**src/rtl/opb_region_decoder_pkg.sv**
```systemverilog
// Shared types and helpers for the OPB region decoder: FSM encoding, field widths,
// the errored-read fill value and the widened region compare.
package opb_dec_pkg;

   typedef enum logic [1:0] {
      ST_IDLE    = 2'd0,
      ST_RD_WAIT = 2'd1,
      ST_RESP    = 2'd2
   } dec_state_t;

   localparam int LAT_W      = 4;
   localparam int ERR_CNT_W  = 8;
   localparam int MAX_ADDR_W = 64;

   localparam logic [31:0] DEFAULT_DATA = 32'hDEAD_BEEF;

   // base+size is formed one bit wider so a region ending at the top of the
   // address space does not wrap around and match low addresses.
   function automatic logic region_hit(input logic [MAX_ADDR_W-1:0] addr,
                                       input logic [MAX_ADDR_W-1:0] base,
                                       input logic [MAX_ADDR_W-1:0] size);
      logic [MAX_ADDR_W:0] limit;
      limit = {1'b0, base} + {1'b0, size};
      return (size != '0) && (addr >= base) && ({1'b0, addr} < limit);
   endfunction

endpackage

```
**src/rtl/opb_region_decoder_if.sv**
```systemverilog
// Bridge-side request/response bus of the OPB region decoder, plus the
// per-slave strobe and read-data lanes toward the peripheral register blocks.
interface opb_region_decoder_if #(
   parameter int NUM_SLAVES = 8,
   parameter int ADDR_W     = 32,
   parameter int DATA_W     = 32
);
   logic                         DEC_RE;
   logic                         DEC_WE;
   logic [ADDR_W-1:0]            DEC_ADDR;
   logic [DATA_W-1:0]            DEC_DO;
   logic                         DEC_ACK;
   logic                         DEC_ERR;
   logic                         DEC_BUSY;
   logic [NUM_SLAVES*DATA_W-1:0] SLV_DI;
   logic [NUM_SLAVES-1:0]        SLV_RE;
   logic [NUM_SLAVES-1:0]        SLV_WE;

   // Handshake: DEC_RE/DEC_WE act as request-valid and ~DEC_BUSY as ready; a
   // request is taken only in a cycle with DEC_BUSY low and is answered by
   // exactly one DEC_ACK pulse, which qualifies DEC_ERR and DEC_DO. Requests
   // shown while DEC_BUSY is high are dropped, never queued.
   modport slave (
      input  DEC_RE, DEC_WE, DEC_ADDR, SLV_DI,
      output DEC_DO, DEC_ACK, DEC_ERR, DEC_BUSY, SLV_RE, SLV_WE
   );

   modport master (
      output DEC_RE, DEC_WE, DEC_ADDR, SLV_DI,
      input  DEC_DO, DEC_ACK, DEC_ERR, DEC_BUSY, SLV_RE, SLV_WE
   );

endinterface

```
**src/rtl/opb_region_decoder_match.sv**
```systemverilog
// Single-region address comparator; one instance per decoded slave.
module opb_region_match
   import opb_dec_pkg::*;
#(
   parameter int ADDR_W = 32
) (
   input  logic [ADDR_W-1:0] addr,
   input  logic [ADDR_W-1:0] base,
   input  logic [ADDR_W-1:0] size,
   output logic              hit
);

   assign hit = region_hit(MAX_ADDR_W'(addr), MAX_ADDR_W'(base), MAX_ADDR_W'(size));

endmodule

```
**src/rtl/opb_region_decoder.sv**
```systemverilog
// OPB address decoder: one-hot slave strobes, per-slave read latency, error
// response with sticky status, address capture and saturating error count.
module opb_region_decoder
   import opb_dec_pkg::*;
#(
   parameter int                           NUM_SLAVES   = 8,
   parameter int                           ADDR_W       = 32,
   parameter int                           DATA_W       = 32,
   parameter logic [NUM_SLAVES*ADDR_W-1:0] BASE_ADDRS   = {32'h0000_0700, 32'h0000_0600,
                                                           32'h0000_0500, 32'h0000_0400,
                                                           32'h0000_0300, 32'h0000_0200,
                                                           32'h0000_0100, 32'h0000_0000},
   parameter logic [NUM_SLAVES*ADDR_W-1:0] SIZES        = {32'h0, 32'h0,
                                                           {6{32'h0000_0100}}},
   parameter logic [NUM_SLAVES*LAT_W-1:0]  RD_LAT       = {NUM_SLAVES{4'd1}},
   parameter logic [DATA_W-1:0]            DEFAULT_DATA = DATA_W'(opb_dec_pkg::DEFAULT_DATA)
) (
   input  logic                   OPB_CLK,
   input  logic                   OPB_RST,
   opb_region_decoder_if.slave    bus,
   input  logic                   ERR_CLR,
   output logic                   ERR_VALID,
   output logic [ADDR_W-1:0]      ERR_ADDR,
   output logic [ERR_CNT_W-1:0]   ERR_CNT,
   output dec_state_t             dbg_state
);

   localparam int IDX_W = (NUM_SLAVES > 1) ? $clog2(NUM_SLAVES) : 1;

   if (NUM_SLAVES < 1 || NUM_SLAVES > 32) begin : g_bad_num_slaves
      $error("opb_region_decoder: NUM_SLAVES must be 1..32");
   end

   // ---------------------------------------------------------------- decode
   logic [NUM_SLAVES-1:0] raw_hit;
   logic [LAT_W-1:0]      lat_tab [NUM_SLAVES];

   for (genvar g = 0; g < NUM_SLAVES; g++) begin : g_slv
      opb_region_match #(
         .ADDR_W (ADDR_W)
      ) u_match (
         .addr (bus.DEC_ADDR),
         .base (BASE_ADDRS[g*ADDR_W +: ADDR_W]),
         .size (SIZES[g*ADDR_W +: ADDR_W]),
         .hit  (raw_hit[g])
      );

      assign lat_tab[g] = RD_LAT[g*LAT_W +: LAT_W];

      if (RD_LAT[g*LAT_W +: LAT_W] == '0) begin : g_bad_lat
         $error("opb_region_decoder: RD_LAT of every slave must be 1..15");
      end
   end

   // Overlapping regions resolve to the lowest index, so the scan runs downward
   // and the last match written is the winner.
   logic [NUM_SLAVES-1:0] hit_oh;
   logic [IDX_W-1:0]      hit_idx;
   logic                  any_hit;

   always_comb begin
      hit_oh  = '0;
      hit_idx = '0;
      any_hit = 1'b0;
      for (int i = NUM_SLAVES - 1; i >= 0; i--) begin
         if (raw_hit[i]) begin
            hit_oh    = '0;
            hit_oh[i] = 1'b1;
            hit_idx   = IDX_W'(i);
            any_hit   = 1'b1;
         end
      end
   end

   // --------------------------------------------------------- request logic
   dec_state_t       state, state_d;
   logic [LAT_W-1:0] cnt, cnt_d;
   logic [IDX_W-1:0] sel, sel_d;
   logic             err_q, err_d;
   logic             rd_q, rd_d;

   logic             is_idle;
   logic             rd_req;
   logic             wr_req;
   logic             accept;
   logic             acc_err;
   logic [LAT_W-1:0] hit_lat;

   assign is_idle = (state == ST_IDLE);
   assign rd_req  = bus.DEC_RE & ~bus.DEC_WE;
   assign wr_req  = bus.DEC_WE & ~bus.DEC_RE;
   assign accept  = is_idle & (bus.DEC_RE | bus.DEC_WE);
   assign acc_err = accept & ((bus.DEC_RE & bus.DEC_WE) | ~any_hit);
   assign hit_lat = lat_tab[hit_idx];

   assign bus.SLV_RE = (is_idle & rd_req) ? hit_oh : '0;
   assign bus.SLV_WE = (is_idle & wr_req) ? hit_oh : '0;

   // -------------------------------------------------------------------- FSM
   always_ff @(posedge OPB_CLK) begin
      if (OPB_RST) begin
         state <= ST_IDLE;
         cnt   <= '0;
         sel   <= '0;
         err_q <= 1'b0;
         rd_q  <= 1'b0;
      end else begin
         state <= state_d;
         cnt   <= cnt_d;
         sel   <= sel_d;
         err_q <= err_d;
         rd_q  <= rd_d;
      end
   end

   always_comb begin
      state_d = state;
      cnt_d   = cnt;
      sel_d   = sel;
      err_d   = err_q;
      rd_d    = rd_q;
      unique case (state)
         ST_IDLE: begin
            if (accept) begin
               sel_d = hit_idx;
               rd_d  = bus.DEC_RE;
               err_d = acc_err;
               if (!acc_err && rd_req && hit_lat != LAT_W'(1)) begin
                  state_d = ST_RD_WAIT;
                  cnt_d   = hit_lat - LAT_W'(1);
               end else begin
                  state_d = ST_RESP;
               end
            end
         end
         ST_RD_WAIT: begin
            if (cnt == LAT_W'(1)) begin
               state_d = ST_RESP;
            end else begin
               cnt_d = cnt - LAT_W'(1);
            end
         end
         ST_RESP: begin
            state_d = ST_IDLE;
         end
         default: begin
            state_d = ST_IDLE;
         end
      endcase
   end

   // ---------------------------------------------------------------- response
   logic [DATA_W-1:0] slv_rdata;

   assign slv_rdata = bus.SLV_DI[sel*DATA_W +: DATA_W];

   // Read data is taken live from the selected slave during the response cycle.
   always_comb begin
      bus.DEC_DO = '0;
      if (state == ST_RESP && rd_q) begin
         bus.DEC_DO = err_q ? DEFAULT_DATA : slv_rdata;
      end
   end

   assign bus.DEC_ACK  = (state == ST_RESP);
   assign bus.DEC_ERR  = (state == ST_RESP) & err_q;
   assign bus.DEC_BUSY = ~is_idle;
   assign dbg_state    = state;

   // ----------------------------------------------------------- error status
   // A new error outranks a simultaneous clear: it restarts the count at one.
   always_ff @(posedge OPB_CLK) begin
      if (OPB_RST) begin
         ERR_VALID <= 1'b0;
         ERR_ADDR  <= '0;
         ERR_CNT   <= '0;
      end else if (acc_err) begin
         ERR_VALID <= 1'b1;
         ERR_ADDR  <= bus.DEC_ADDR;
         if (ERR_CLR) begin
            ERR_CNT <= ERR_CNT_W'(1);
         end else if (ERR_CNT != '1) begin
            ERR_CNT <= ERR_CNT + 1'b1;
         end
      end else if (ERR_CLR) begin
         ERR_VALID <= 1'b0;
         ERR_CNT   <= '0;
      end
   end

endmodule
```
**src/flat_wrapper.sv**
```systemverilog
// flat-port wrapper written by rule: the top's interface ports become plain ports
module opb_region_decoder_flat import opb_dec_pkg::*;
#(
   parameter int                           NUM_SLAVES   = 8,
   parameter int                           ADDR_W       = 32,
   parameter int                           DATA_W       = 32,
   parameter logic [NUM_SLAVES*ADDR_W-1:0] BASE_ADDRS   = {32'h0000_0700, 32'h0000_0600,
                                                           32'h0000_0500, 32'h0000_0400,
                                                           32'h0000_0300, 32'h0000_0200,
                                                           32'h0000_0100, 32'h0000_0000},
   parameter logic [NUM_SLAVES*ADDR_W-1:0] SIZES        = {32'h0, 32'h0,
                                                           {6{32'h0000_0100}}},
   parameter logic [NUM_SLAVES*LAT_W-1:0]  RD_LAT       = {NUM_SLAVES{4'd1}},
   parameter logic [DATA_W-1:0]            DEFAULT_DATA = DATA_W'(opb_dec_pkg::DEFAULT_DATA)
)
  (OPB_CLK, OPB_RST, ERR_CLR, ERR_VALID, ERR_ADDR, ERR_CNT, dbg_state, bus_DEC_RE, bus_DEC_WE, bus_DEC_ADDR, bus_SLV_DI, bus_DEC_DO, bus_DEC_ACK, bus_DEC_ERR, bus_DEC_BUSY, bus_SLV_RE, bus_SLV_WE);
  opb_region_decoder_if #(.NUM_SLAVES(NUM_SLAVES), .ADDR_W(ADDR_W), .DATA_W(DATA_W)) bus_i ();
  input  logic OPB_CLK;
  input  logic OPB_RST;
  input  logic ERR_CLR;
  output logic ERR_VALID;
  output logic [ADDR_W-1:0] ERR_ADDR;
  output logic [ERR_CNT_W-1:0] ERR_CNT;
  output dec_state_t dbg_state;
  input wire logic [$bits(bus_i.DEC_RE)-1:0] bus_DEC_RE;
  input wire logic [$bits(bus_i.DEC_WE)-1:0] bus_DEC_WE;
  input wire logic [$bits(bus_i.DEC_ADDR)-1:0] bus_DEC_ADDR;
  input wire logic [$bits(bus_i.SLV_DI)-1:0] bus_SLV_DI;
  output wire logic [$bits(bus_i.DEC_DO)-1:0] bus_DEC_DO;
  output wire logic [$bits(bus_i.DEC_ACK)-1:0] bus_DEC_ACK;
  output wire logic [$bits(bus_i.DEC_ERR)-1:0] bus_DEC_ERR;
  output wire logic [$bits(bus_i.DEC_BUSY)-1:0] bus_DEC_BUSY;
  output wire logic [$bits(bus_i.SLV_RE)-1:0] bus_SLV_RE;
  output wire logic [$bits(bus_i.SLV_WE)-1:0] bus_SLV_WE;
  assign bus_i.DEC_RE = bus_DEC_RE;
  assign bus_i.DEC_WE = bus_DEC_WE;
  assign bus_i.DEC_ADDR = bus_DEC_ADDR;
  assign bus_i.SLV_DI = bus_SLV_DI;
  assign bus_DEC_DO = bus_i.DEC_DO;
  assign bus_DEC_ACK = bus_i.DEC_ACK;
  assign bus_DEC_ERR = bus_i.DEC_ERR;
  assign bus_DEC_BUSY = bus_i.DEC_BUSY;
  assign bus_SLV_RE = bus_i.SLV_RE;
  assign bus_SLV_WE = bus_i.SLV_WE;
  opb_region_decoder #(.NUM_SLAVES(NUM_SLAVES), .ADDR_W(ADDR_W), .DATA_W(DATA_W), .BASE_ADDRS(BASE_ADDRS), .SIZES(SIZES), .RD_LAT(RD_LAT), .DEFAULT_DATA(DEFAULT_DATA)) u_core (.OPB_CLK(OPB_CLK), .OPB_RST(OPB_RST), .bus(bus_i), .ERR_CLR(ERR_CLR), .ERR_VALID(ERR_VALID), .ERR_ADDR(ERR_ADDR), .ERR_CNT(ERR_CNT), .dbg_state(dbg_state));
endmodule
```
**config.mk**
```make
export PLATFORM = sky130hd
export DESIGN_NAME = opb_region_decoder_flat
export DESIGN_NICKNAME = d
export VERILOG_FILES = /design/src/rtl/opb_region_decoder_pkg.sv /design/src/rtl/opb_region_decoder_if.sv /design/src/rtl/opb_region_decoder_match.sv /design/src/rtl/opb_region_decoder.sv /design/src/flat_wrapper.sv
export SDC_FILE = /design/constraint.sdc
export NUM_CORES = 1
export LEC_CHECK = 0
export CAP_MARGIN = 15
export CELL_PAD_IN_SITES_DETAIL_PLACEMENT = 1
export CELL_PAD_IN_SITES_GLOBAL_PLACEMENT = 2
export CORE_MARGIN = 2
export CORE_UTILIZATION = 16
export DETAILED_ROUTE_END_ITERATION = 8
export PLACE_DENSITY = 0.95
export SLEW_MARGIN = 40
export SYNTH_ARGS = -nofsm -noshare
export SYNTH_HDL_FRONTEND = slang
export SYNTH_SLANG_ARGS = --single-unit
```
**constraint.sdc**
```tcl
create_clock -name OPB_CLK -period 2.5 [get_ports OPB_CLK]
set_input_delay 0.5 -clock OPB_CLK [delete_from_list [all_inputs] [get_ports OPB_CLK]]
set_output_delay 0.5 -clock OPB_CLK [all_outputs]
set_load 0.01 [all_outputs]
```
==> impl_table.tex <==
\begin{tabular}{lr}
\hline
Metric & Value \\
\hline
\multicolumn{2}{l}{\textbf{Placed design}} \\
\quad Instance area at placement & roughly 8700 µm² \\
\quad Instance count after placement with tap cells included & 1,133 \\
\quad Last weighted congestion value of the routability-driven placer & 0.800 \\
\quad Half-perimeter wire length after placement & 19.6 mm \\
\quad Number of buffers added on ports & 381 \\
\multicolumn{2}{l}{\textbf{STA}} \\
\quad Count of final setup violators & 11 \\
\quad Worst hold slack & 464 ps \\
\quad Max-slew headroom at the worst pin & about 64\% \\
\quad Slew at the pin with the worst max-slew slack & 533 ps \\
\quad RSZ-0062 raised after global routing & true \\
\quad Final max-slew violation count & 0 \\
\quad Count of final hold-check violations & 0 \\
\quad Worst clock skew on the final layout & a little over 6 ps \\
\quad Post-layout min period & 2570 ps \\
\quad Share of the clock period used by the worst path after layout & 103\% \\
\quad Maximum achievable frequency & slightly below 400 MHz \\
\quad Setup slack after layout & -67.9 ps \\
\multicolumn{2}{l}{\textbf{Clock tree}} \\
\quad Clock tree from TritonCTS & done \\
\quad Worst skew pair latency & 290 ps \\
\quad Clock slew seen by the registers of the worst setup and hold paths & 60 ps \\
\quad Root buf cell & sky130\_fd\_sc\_hd\_\_clkbuf\_16 \\
\quad Maximum clock insertion buffer count & 2 \\
\quad Clock Sinks & 47 \\
\quad H-Tree Level Count & 2 \\
\quad CTS buffer count & 5 \\
\quad Quantity of hold-fixing buffers added after cts & 0 \\
\multicolumn{2}{l}{\textbf{Floorplan}} \\
\quad Starting density of the core & 16.4\% \\
\quad X dimension of the die & 165 µm \\
\quad Die area & 27,200 µm² \\
\quad Core footprint & about 25,000 µm² \\
\quad I/O pin count & 387 \\
\quad Die Y & 165 µm \\
\quad Number of rows created at floorplan & 58 \\
\multicolumn{2}{l}{\textbf{Global routing}} \\
\quad Most used routing layer in global routing & met2 \\
\quad Number of global-route vias before repair & 5,638 \\
\quad Largest net degree at the start of global routing & 49 \\
\quad Met2 usage & 30.9\% \\
\quad Met3 demand-to-capacity share in global routing & 4.62\% \\
\quad Initial antenna violation count & 0 \\
\quad First-pass GRT wire length & 33.5 mm \\
\quad Met1 demand-to-capacity share in global routing & between 10\% and 20\% \\
\quad Global route overflow & 0 \\
\quad GR Util All Layers & between 10\% and 20\% \\
\multicolumn{2}{l}{\textbf{Setup path}} \\
\quad Largest fanout on the critical path & 8 \\
\quad Worst setup EP type & output port \\
\quad Setup slack on the worst flop-to-flop path & approximately 590 ps \\
\quad Cell depth of the worst flop-to-flop path & 6 \\
\quad Arr. time, crit path & 2070 ps \\
\quad Crit Path Class & reg2out \\
\quad Capturing point of the worst reg2reg path & u\_core.ERR\_CNT[3] \\
\quad Required @ worst endpoint & 2000 ps \\
\quad Reg2Reg Launch Point & u\_core.ERR\_CNT[0] \\
\quad Kind of launch point of the worst setup path & flip-flop \\
\multicolumn{2}{l}{\textbf{Worst hold path}} \\
\quad Beginning of the worst hold path & u\_core.rd\_q \\
\quad Type of the worst min-delay path & reg2reg \\
\quad Cells on Worst Hold Path & 2 \\
\quad Hold worst-path end & u\_core.rd\_q \\
\multicolumn{2}{l}{\textbf{Synth}} \\
\quad Synth top area cells & sky130\_fd\_sc\_hd\_\_mux4\_2 35\%, sky130\_fd\_sc\_hd\_\_dfxtp\_1 23\%, sky130\_fd\_sc\_hd\_\_nor2\_1 7.5\% \\
\quad Flip-flop cell with the highest count after synthesis & sky130\_fd\_sc\_hd\_\_dfxtp\_1 \\
\quad Post-synthesis instance total & approximately 410 \\
\quad Yosys Warn Count & 0 \\
\quad Share of synthesized area occupied by flip-flops and latches & 22.7\% \\
\quad Post-Synthesis Cell Area & 4140 µm² \\
\quad Register bit total from synthesis & 47 \\
\quad Top-count cell post-synth & sky130\_fd\_sc\_hd\_\_nor2\_1 \\
\quad Count of flip-flops with a built-in enable after synthesis & 0 \\
\quad Cell taking the most area after synthesis & sky130\_fd\_sc\_hd\_\_mux4\_2 \\
\quad Most numerous cell types in the synthesized netlist & 83 x sky130\_fd\_sc\_hd\_\_nor2\_1, 64 x sky130\_fd\_sc\_hd\_\_mux4\_2, 47 x sky130\_fd\_sc\_hd\_\_dfxtp\_1 \\
\quad Post-Syn Area per Cell & 10.1 µm² \\
\quad Ys async rst share & 0\% \\
\quad Number of distinct library cells after synthesis & between 40 and 50 \\
\quad Fraction of synthesized cell area taken by the top area cell type & 34.8\% \\
\multicolumn{2}{l}{\textbf{Detailed routing}} \\
\quad Number of nets with antenna violations after detailed routing & 0 \\
\quad Avg WL per Cell & 20.6 µm \\
\quad Final Routed Wirelength & 24.1 mm \\
\quad Number of remaining DRC errors & 0 \\
\quad Iteration-0 DRC Markers & 167 \\
\quad Detailed-routing iteration count for the pre-antenna-repair pass & 4 \\
\quad Drt via density & 4.50 \\
\quad Detailed-route via count & approximately 5,300 \\
\multicolumn{2}{l}{\textbf{Power and ir drop}} \\
\quad Pleak & 3.40 nW \\
\quad Power density of the placed cells & 269 nW/µm² \\
\quad Worst IR drop on VDD & roughly 0.00033 V \\
\quad PnR Total Power & roughly 0.0025 W \\
\multicolumn{2}{l}{\textbf{Final layout}} \\
\quad Post-route design area & approximately 9200 µm² \\
\quad Post-layout utilization of the core & 36.4\% \\
\quad Net count reported at finish & 1,133 \\
\quad Number of inserted diodes & 0 \\
\quad Ratio of cells with drive above 1 in the final layout & 31.6\% \\
\quad Area added between synthesis and finish & 122\% \\
\quad Post-route non-filler standard cell count & roughly 1,200 \\
\multicolumn{2}{l}{\textbf{Status}} \\
\quad Failing checks & negative setup slack \\
\quad Result of the run & finished, violations left \\
\multicolumn{2}{l}{\textbf{Job}} \\
\quad \# Max-Cap Violations & 0 \\
\hline
\end{tabular}
cell usage in the layout, fill, tap and decap left out, types with 18 or more instances in the layout:
| master | instances |
|---|---|
| sky130_fd_sc_hd__dfxtp_1 | 44 |
| sky130_fd_sc_hd__buf_2 | 40 |
| sky130_fd_sc_hd__clkdlybuf4s50_1 | 316 |
| sky130_fd_sc_hd__nor2_1 | 75 |
| sky130_fd_sc_hd__buf_4 | 53 |
| sky130_fd_sc_hd__nor2b_1 | 22 |
| sky130_fd_sc_hd__a22oi_1 | 21 |
| sky130_fd_sc_hd__mux4_2 | 64 |
| sky130_fd_sc_hd__mux2i_1 | 18 |
where the power goes:
part	switching (W)	internal [W]	leakage [nW]
Sequential	0.0000298	0.000793	0.389
Clock	0.000286	0.000361	0.0661
Combinational	0.000339	0.000662	2.94
logic make-up after synthesis:
| kind of cell | synth area share, % |
|---|---|
| other | 0.0906 |
| adders and majority gates | 0.302 |
| muxes | 39.4 |
| DFF | 22.7 |
| AOI/OAI and AO/OA | 12.2 |
| and+or+nand+nor | 19.2 |
| buffers and inverters | 6.11 |
layer usage:
metal | wire length, µm | vias up
met4 | 365 | 0
met3 | 2150 | 21
li1 | - | 2416
met2 | 12900 | 228
met1 | 8670 | 2596
met5 | 0 | -
per-stage QoR:
| step | setup slack (ps) | TNS (ps) |
|---|---|---|
| 2_1_floorplan | 294 | 0 |
| 3_3_place_gp | -674 | -19950 |
| 3_5_place_dp | -745 | -22690 |
| 4_1_cts | -149 | -1830 |
| 5_1_grt | -153 | -3000 |
| 6_report | -67.9 | -391 |
flip-flops by register name, indices dropped and copies added, names as in the netlist:
name              count
u_core.ERR_ADDR      32
u_core.ERR_CNT        8
u_core.sel            3
u_core.ERR_VALID      1
u_core.dbg_state      1
u_core.err_q          1
u_core.rd_q           1
layout make-up:
| type | instances | area [µm²] |
|---|---|---|
| timing repair buffer | 466 | 4480 |
| clock buffer | 5 | 125 |
| tap | 330 | 413 |
| multi-input combinational | 318 | 3220 |
| fill | 2876 | 16100 |
| clock inverter | 1 | 6.26 |
| inverter | 1 | 3.75 |
| sequential | 47 | 947 |
worst max-delay path by stage:
stage                     startpoint              to  slack (ps)  cells past startpoint
floorplan              u_core.sel[0]  bus_DEC_DO[10]         290                      6
global placement    bus_DEC_ADDR[13]   bus_SLV_WE[0]        -670                      8
detailed placement  bus_DEC_ADDR[13]   bus_SLV_RE[0]        -750                      8
CTS                    u_core.sel[0]  bus_DEC_DO[10]        -150                      7
global route           u_core.sel[0]   bus_DEC_DO[5]        -150                      7
finish                 u_core.sel[0]   bus_DEC_DO[7]         -70                      7
critical path, cell delays in order (launching register included):
cell	delay (ps)
sky130_fd_sc_hd__dfxtp_4	400
sky130_fd_sc_hd__buf_12	150
sky130_fd_sc_hd__buf_12	130
sky130_fd_sc_hd__buf_4	110
sky130_fd_sc_hd__mux4_2	530
sky130_fd_sc_hd__a211oi_2	250
sky130_fd_sc_hd__nor2_1	50
sky130_fd_sc_hd__buf_2	150
repair_timing:
item                       4_1_cts  5_1_grt
buffers inserted                25       11
pin swaps                       32       21
hold endpoints to repair         0        0
setup endpoints to repair       44       46
gates cloned                     1        0
resized for setup              254       77
Power figures use the tool's default switching activity.
